[src/rtl/signed_extrema_pkg.sv]
// Shared types and constants for the signed window extrema stage.
package signed_extrema_pkg;

    typedef enum logic [1:0] {
        IDLE  = 2'd0,
        ACCUM = 2'd1,
        HOLD  = 2'd2
    } state_e;

    localparam int DATA_W_DEF = 4;

    // A window of 2 still needs a 1-bit position counter.
    function automatic int idx_w(input int win_len);
        return (win_len <= 2) ? 1 : $clog2(win_len);
    endfunction

endpackage

[src/rtl/signed_cmp_core.sv]
// Full-width two's complement magnitude comparison of a against b.
module signed_cmp_core #(
    parameter int DATA_W = 4
) (
    input  logic [DATA_W-1:0] a,
    input  logic [DATA_W-1:0] b,
    output logic              gt,
    output logic              lt,
    output logic              eq
);

    assign gt = $signed(a) > $signed(b);
    assign lt = $signed(a) < $signed(b);
    assign eq = (a == b);

endmodule

[src/rtl/signed_window_extrema.sv]
// Tracks signed max/min (with first-occurrence index) over non-overlapping
// windows of WIN_LEN samples and hands each result downstream.
//   state | meaning
//   IDLE  | out of reset, arming in_ready
//   ACCUM | accepting samples of the current window
//   HOLD  | result presented, waiting for out_ready
module signed_window_extrema
    import signed_extrema_pkg::*;
#(
    parameter int DATA_W  = DATA_W_DEF,
    parameter int WIN_LEN = 8,
    parameter int IDX_W   = idx_w(WIN_LEN)
) (
    input  logic              clk,
    input  logic              rst_n,
    input  logic              clear,
    input  logic              in_valid,
    output logic              in_ready,
    input  logic [DATA_W-1:0] in_data,
    output logic              out_valid,
    input  logic              out_ready,
    output logic [DATA_W-1:0] out_max,
    output logic [DATA_W-1:0] out_min,
    output logic [IDX_W-1:0]  out_max_idx,
    output logic [IDX_W-1:0]  out_min_idx,
    output logic              out_flat
);

    localparam logic [IDX_W-1:0] LAST_POS = IDX_W'(WIN_LEN - 1);

    state_e             state_q;
    logic               in_ready_q;
    logic               out_valid_q;
    logic [IDX_W-1:0]   cnt_q;
    logic [DATA_W-1:0]  run_max_q, run_min_q;
    logic [IDX_W-1:0]   max_idx_q, min_idx_q;
    logic [DATA_W-1:0]  out_max_q, out_min_q;
    logic [IDX_W-1:0]   out_max_idx_q, out_min_idx_q;
    logic               out_flat_q;

    logic [DATA_W-1:0]  run_max_d, run_min_d;
    logic [IDX_W-1:0]   max_idx_d, min_idx_d;
    logic               accept, first_pos, last_pos;
    logic               gt_max, lt_max, eq_max;
    logic               gt_min, lt_min, eq_min;
    logic               unused_cmp;

    signed_cmp_core #(.DATA_W(DATA_W)) u_cmp_max (
        .a  (in_data),
        .b  (run_max_q),
        .gt (gt_max),
        .lt (lt_max),
        .eq (eq_max)
    );

    signed_cmp_core #(.DATA_W(DATA_W)) u_cmp_min (
        .a  (in_data),
        .b  (run_min_q),
        .gt (gt_min),
        .lt (lt_min),
        .eq (eq_min)
    );

    assign unused_cmp = &{1'b0, lt_max, eq_max, gt_min, eq_min};

    assign accept    = in_valid && in_ready_q;
    assign first_pos = (cnt_q == '0);
    assign last_pos  = (cnt_q == LAST_POS);

    // Strict compares so ties keep the earliest index.
    always_comb begin
        run_max_d = run_max_q;
        run_min_d = run_min_q;
        max_idx_d = max_idx_q;
        min_idx_d = min_idx_q;
        if (first_pos) begin
            run_max_d = in_data;
            run_min_d = in_data;
            max_idx_d = '0;
            min_idx_d = '0;
        end else begin
            if (gt_max) begin
                run_max_d = in_data;
                max_idx_d = cnt_q;
            end
            if (lt_min) begin
                run_min_d = in_data;
                min_idx_d = cnt_q;
            end
        end
    end

    always_ff @(posedge clk) begin
        if (!rst_n) begin
            state_q       <= IDLE;
            in_ready_q    <= 1'b0;
            out_valid_q   <= 1'b0;
            cnt_q         <= '0;
            run_max_q     <= '0;
            run_min_q     <= '0;
            max_idx_q     <= '0;
            min_idx_q     <= '0;
            out_max_q     <= '0;
            out_min_q     <= '0;
            out_max_idx_q <= '0;
            out_min_idx_q <= '0;
            out_flat_q    <= 1'b0;
        end else if (clear) begin
            state_q     <= ACCUM;
            in_ready_q  <= 1'b1;
            out_valid_q <= 1'b0;
            cnt_q       <= '0;
        end else begin
            case (state_q)
                IDLE: begin
                    state_q    <= ACCUM;
                    in_ready_q <= 1'b1;
                end
                ACCUM: begin
                    if (accept) begin
                        run_max_q <= run_max_d;
                        run_min_q <= run_min_d;
                        max_idx_q <= max_idx_d;
                        min_idx_q <= min_idx_d;
                        if (last_pos) begin
                            cnt_q         <= '0;
                            out_max_q     <= run_max_d;
                            out_min_q     <= run_min_d;
                            out_max_idx_q <= max_idx_d;
                            out_min_idx_q <= min_idx_d;
                            out_flat_q    <= (run_max_d == run_min_d);
                            out_valid_q   <= 1'b1;
                            in_ready_q    <= 1'b0;
                            state_q       <= HOLD;
                        end else begin
                            cnt_q <= cnt_q + IDX_W'(1);
                        end
                    end
                end
                HOLD: begin
                    if (out_valid_q && out_ready) begin
                        out_valid_q <= 1'b0;
                        in_ready_q  <= 1'b1;
                        state_q     <= ACCUM;
                    end
                end
                default: begin
                    state_q     <= IDLE;
                    in_ready_q  <= 1'b0;
                    out_valid_q <= 1'b0;
                    cnt_q       <= '0;
                end
            endcase
        end
    end

    assign in_ready    = in_ready_q;
    assign out_valid   = out_valid_q;
    assign out_max     = out_max_q;
    assign out_min     = out_min_q;
    assign out_max_idx = out_max_idx_q;
    assign out_min_idx = out_min_idx_q;
    assign out_flat    = out_flat_q;

endmodule

[config.mk]
export PLATFORM = sky130hd
export DESIGN_NAME = signed_window_extrema
export DESIGN_NICKNAME = d
export VERILOG_FILES = /design/src/rtl/signed_extrema_pkg.sv /design/src/rtl/signed_cmp_core.sv /design/src/rtl/signed_window_extrema.sv
export SDC_FILE = /design/constraint.sdc
export NUM_CORES = 1
export LEC_CHECK = 0
export CORE_AREA = 2 2 93 77
export CTS_BUF_LIST = sky130_fd_sc_hd__clkbuf_4
export CTS_CLUSTER_SIZE = 16
export DETAILED_ROUTE_END_ITERATION = 6
export DIE_AREA = 0 0 95 79
export GPL_TIMING_DRIVEN = 1
export HOLD_SLACK_MARGIN = 0.03
export SKIP_LAST_GASP = 1
export SYNTH_ARGS = -nofsm -noshare
export SYNTH_HDL_FRONTEND = slang
export SYNTH_SLANG_ARGS = --single-unit
export TNS_END_PERCENT = 10
[constraint.sdc]
create_clock -name clk -period 4.6 [get_ports clk]
set_clock_uncertainty 0.2 [all_clocks]
set_input_delay 0.69 -clock clk [delete_from_list [all_inputs] [get_ports clk]]
set_output_delay 0.69 -clock clk [all_outputs]
set_load 0.01 [all_outputs]
==> run_results.csv, run 1 <==
group,metric,value,unit
route,route.vias.total,1574,
global_route,grtUsageTotal,12.1,%
yosys,yosys.area.top_type,"dfxtp_1",
cts,ctsResizeCount,0,
timing,setup_tns,0,ps
worst_hold_path,worst_hold_startpoint,"out_min_idx[1]",
finish,nets,269,
critical_path,crit_start,"in_data[2]",
timing,slew_viol_final,0,
yosys,synth_seq_cells,36,
critical_path,required,4670,ps
die,die_area,0.00751,mm^2
timing,setup_viol,0,
finish,n_fill_cell,690,
timing,finalCriticalPeriod,2940,ps
die,start_util,29.0,%
yosys,yosysUniqueCellTypes,42,
critical_path,crit_type,"primary input to flop",
yosys,seq_area_frac_synth,37.4,%
yosys,postSynthCellCount,224,
flow_run,maxCapViolations,0,
route,wl_met2,1670,um
worst_hold_path,hold_class,"flop to flop",
pwr,powerDensity,262,mW/mm^2
cts,cts_buffer_depth,2,
timing,tightest_slew,703,ps
route,detail-route-antenna-nets,0,
yosys,ys_top_cells_by_count,"nand2_1, dfxtp_1, a21oi_1, nor2_1, inv_1",
cts,cts_hold_buf,0,
placed_design,port_buffers,25,
die,rows,27,
finish,instances_no_fill,338,
timing,fin_crit_sh,64.0,%
finish,regArea,721,um^2
route,drcViolationCount,0,
placed_design,place_hpwl,3100,um
route,wl_met3,138,um
pwr,peakVddDrop,0.0000918,V
cts,cts-root-buf,"clkbuf_4",
cts,clkTransAtPathRegs,120,ps
cts,insertion_delay,340,ps
cts,h-tree-depth,2,
pwr,power,0.613,mW
placed_design,dp.cells,330,
timing,maxSlewHeadroom,53.1,%
global_route,grt_first_pass_wirelength,7160,um
finish,multi_input_area,0.00112,mm^2
die,dieHeight,79,um
yosys,netlist_area,0.00193,mm^2
route,top_layer,"met4",
cts,numCtsBuffers,5,
timing,rsz0062_at_grt,"no",
critical_path,crit_path_end_kind,"flop",
cts,cts_tree,"done",
run_status,status,"finished clean",
timing,finalHoldViolCount,0,
global_route,grt_pass1_vias,1512,
yosys,yosys_warnings,0,
global_route,grt_max_degree,23,
yosys,yosysMostFrequentCell,"nand2_1",
placed_design,gp_congestion,0.871,
critical_path,timing.rr.start,"cnt_q[0]",
die,ios,26,
finish,n_antenna_cell,0,
route,wl_per_cell,12.6,um
timing,hold_ws,265,ps
global_route,antenna_found_initial,0,
route,viasPerCell,4.66,
yosys,synth_ff_type,"dfxtp_1",
global_route,gr-total-overflow,0,
route,wl,4270,um
yosys,synth_top_cell_area_share,37.4,%
critical_path,worstPathArrival,3010,ps
route,wl_met1,2400,um
route,drtIter0Drc,58,
yosys,synth.avg_cell_area,8.61,um^2
cts,clkSinkCount,36,
yosys,synth.area.top_cells,"dfxtp_1, nand2_1, ha_1",
die,fp.coreArea,0.00666,mm^2
critical_path,ff2ff_setup_slack,1870,ps
route,drtPass1Iterations,4,
critical_path,cp_max_fo,9,
critical_path,cp-start-kind,"primary input",
pwr,p_leak,0.967,nW
die,die_w,95,um
yosys,synth_edf_count,0,
yosys,synth_nets,243,
cts,cts_setup_buffers,0,
finish,syn2layout_area_growth,21.5,%
finish,drive_gt1_share,7.17,%
timing,max_freq,340,MHz
yosys,synth-async-reset-ratio,0,%
==> metrics by stage <==
stage	util (%)	worst slack, ps	instance area (um^2)
2_1_floorplan	-	2080	1930
3_3_place_gp	34.0	1320	2260
3_5_place_dp	34.0	1290	2260
4_1_cts	35.2	1650	2340
5_1_grt	35.2	1500	2340
6_report	35.2	1660	2340
==> routing by layer <==
| metal | global-route usage (%) | vias to the layer above |
|---|---|---|
| met1 | 17.9 | 715 |
| met5 | 0 | - |
| li1 | - | 826 |
| met2 | 16.9 | 27 |
| met3 | 2.66 | 6 |
| met4 | 4.78 | 0 |
==> layout by cell type, fill, tap and decap left out, types with 2 or more instances in the layout <==
master            n
nand2_1          45
dfxtp_1          36
clkdlybuf4s50_1  25
nor2_1           15
a21oi_1          15
inv_1            14
mux2i_1          11
o211a_1          10
ha_1             10
nor2b_1           8
a21boi_0          7
a21boi_1          7
clkbuf_4          5
nand2b_1          3
xor2_1            3
and2_1            2
nand4_1           2
o21ai_1           2
a31oi_1           2
nand3_1           2
a22oi_1           2
buf_4             2
==> cell families (layout without fill, tap and decap cells) <==
logic type      count (synthesis)  after routing  share of synthesized area, %
simple gates                   83             83                          20.2
xor+xnor                        4              4                          1.82
compound gates                 57             57                          22.4
flops                          36             36                          37.4
fa+ha+maj                      10             10                          6.49
buf+inv                        22             49                          4.80
mux                            12             12                          6.87
==> worst paths after layout <==
check | end | cells past startpoint
min | out_min_idx[1] | 2
min reg2reg | out_min_idx[1] | 2
max reg2reg | out_flat | 9
max | out_flat | 9
==> state kept, by name, indices dropped and copies added, names as in the netlist <==
name         count
cnt_q            3
in_ready         1
max_idx_q        3
min_idx_q        3
out_flat         1
out_max          4
out_max_idx      3
out_min          4
out_min_idx      3
out_valid        1
run_max_q        4
run_min_q        4
state_q          2
==> where the power goes <==
part           internal, mW  switching, mW
clock network         0.113          0.113
registers             0.315        0.00326
logic                0.0302         0.0387
==> final cells by class <==
cell class | instances | area share (%)
tap | 87 | 4.64
inverter | 14 | 2.24
sequential | 36 | 30.8
timing repair buffer | 27 | 11.3
clock buffer | 5 | 1.60
clock inverter | 3 | 1.82
multi-input combinational | 166 | 47.6
==> critical path, stage by stage <==
cell and delay [ps]:
clkdlybuf4s50_1 650, ha_1 300, nand4_1 90, o21ai_1 120, a22oi_4 360, mux2i_4 310, xor2_1 150, nand4_1 120
o31ai_2 210
(Power assumes the default switching activity.)
==> inputs of run 2 (changes only) <==
clock period = 3 ns   (was 4.6 ns; I/O delays follow)
==> run_results.csv, run 2 (same netlist as run 1, synthesis figures left out) <==
group,metric,value,unit
route,wl,4470,um
finish,syn2layout_area_growth,26.3,%
cts,cts_buffer_depth,2,
finish,n_antenna_cell,0,
route,detail-route-antenna-nets,0,
critical_path,cp.depth,9,
global_route,gr-total-overflow,0,
global_route,grt_max_degree,23,
worst_hold_path,hold_class,"flop to flop",
cts,cts-root-buf,"clkbuf_4",
run_status,status,"finished clean",
pwr,p_leak,1.03,nW
placed_design,postPlaceCellArea,0.00235,mm^2
route,drcViolationCount,0,
cts,cts_setup_buffers,0,
timing,setup_viol,0,
timing,fin_crit_sh,89.6,%
route,drtIter0Drc,84,
placed_design,gp_congestion,0.794,
critical_path,crit_chain,"inv_1 > ha_1 > nor2b_1 > nor4b_4 > a22oi_4 > buf_4 > mux2i_1 > xor2_1 > o31ai_2",
die,rows,27,
global_route,grtUsageTotal,13.1,%
cts,insertion_delay,350,ps
route,viasPerCell,4.64,
placed_design,port_buffers,25,
cts,h-tree-depth,2,
critical_path,cp_max_fo,7,
cts,ctsResizeCount,0,
cts,clkSinkCount,36,
critical_path,cp-start-kind,"flop",
die,die_area,0.00751,mm^2
route,route.vias.total,1625,
critical_path,critPathMaxStageDelay,570,ps
critical_path,r2r_cells,9,
finish,nets,281,
die,fp.coreArea,0.00666,mm^2
critical_path,crit_path_end_kind,"flop",
critical_path,required,3090,ps
timing,finalCriticalPeriod,2690,ps
global_route,grt_first_pass_wirelength,7730,um
critical_path,worstPathArrival,2770,ps
timing,slew_viol_final,0,
die,start_util,29.0,%
die,dieHeight,79,um
pwr,powerDensity,398,mW/mm^2
finish,final_cell_mix,"nand2_1, dfxtp_1, clkdlybuf4s50_1, nor2_1, a21oi_1",
pwr,power,0.970,mW
critical_path,crit_type,"flop to flop",
timing,tightest_slew,680,ps
critical_path,worst_path_dominant_cell_family,"simple AND/OR/NAND/NOR gates",
die,die_w,95,um
die,ios,26,
flow_run,maxCapViolations,0,
cts,cts_hold_buf,0,
finish,finish.instance_area,0.00244,mm^2
pwr,peakVddDrop,0.000159,V
timing,rsz0062_at_grt,"no",
finish,drive_gt1_share,11.4,%
route,wl_per_cell,12.8,um
critical_path,path_buf_inv,2,
worst_hold_path,hold_depth,2,
route,drtPass1Iterations,4,
timing,setup_tns,0,ps
placed_design,place_hpwl,3300,um
cts,clkTransAtPathRegs,130,ps
cts,numCtsBuffers,5,
cts,cts_tree,"done",
timing,finalHoldViolCount,0,
timing,maxSlewHeadroom,54.6,%
critical_path,worst_path_max_delay_cell,"nor2b_1",
global_route,antenna_found_initial,0,
global_route,grt_pass1_vias,1640,
timing,max_freq,372,MHz
finish,layout_commonest_cell,"nand2_1",
[run 2: cell types whose count changed in the layout (fill, tap and decap cells not counted), sizes merged]
cell and change:
buf +12, clkinv -1, inv +1
[run 2: path summary, 6_finish.rpt]
| kind | start | to | slack (ps) |
|---|---|---|---|
| min reg2reg | max_idx_q[1] | max_idx_q[1] | 260 |
| min | max_idx_q[1] | max_idx_q[1] | 260 |
| max reg2reg | cnt_q[0] | out_flat | 310 |
| max | cnt_q[0] | out_flat | 310 |
[run 2: routing by layer]
| layer | wire length, um | global-route usage, % | part of all wire, % |
|---|---|---|---|
| met5 | 0 | 0 | 0 |
| met4 | 83 | 6.09 | 1.9 |
| met3 | 153 | 3.04 | 3.4 |
| met2 | 1830 | 18.6 | 41 |
| met1 | 2410 | 18.7 | 54 |
[run 2: power breakdown]
group / switching, mW / total [mW] / internal (mW) / leakage (nW)
Clock: 0.185 / 0.363 / 0.178 / 0.0418
Sequential: 0.00480 / 0.488 / 0.483 / 0.291
Combinational: 0.0632 / 0.119 / 0.0561 / 0.693
[run 2: area by class of cell]
type	count	area [um^2]
Fill cell	680	4220
Multi-Input combinational cell	166	1120
Sequential cell	36	721
Timing Repair Buffer	39	355
Tap cell	87	109
Inverter	14	52.6
Clock inverter	3	46.3
Clock buffer	5	37.5
[run 2: metrics by stage]
step / hold WS [ps] / utilization [%] / worst slack, ps / std cells
2_1_floorplan: 234 / - / 716 / 224
4_1_cts: 266 / 36.6 / 319 / 350
3_5_place_dp: 248 / 35.4 / 8.70 / 342
6_report: 260 / 36.6 / 313 / 350
5_1_grt: 284 / 36.6 / 129 / 350
3_3_place_gp: 243 / 35.4 / 55.8 / 342
[run 2: worst min-delay path, cell delays in order (launching register included)]
cell	delay [ps]
dfxtp_1	330
nand2_1	50
a21boi_1	50
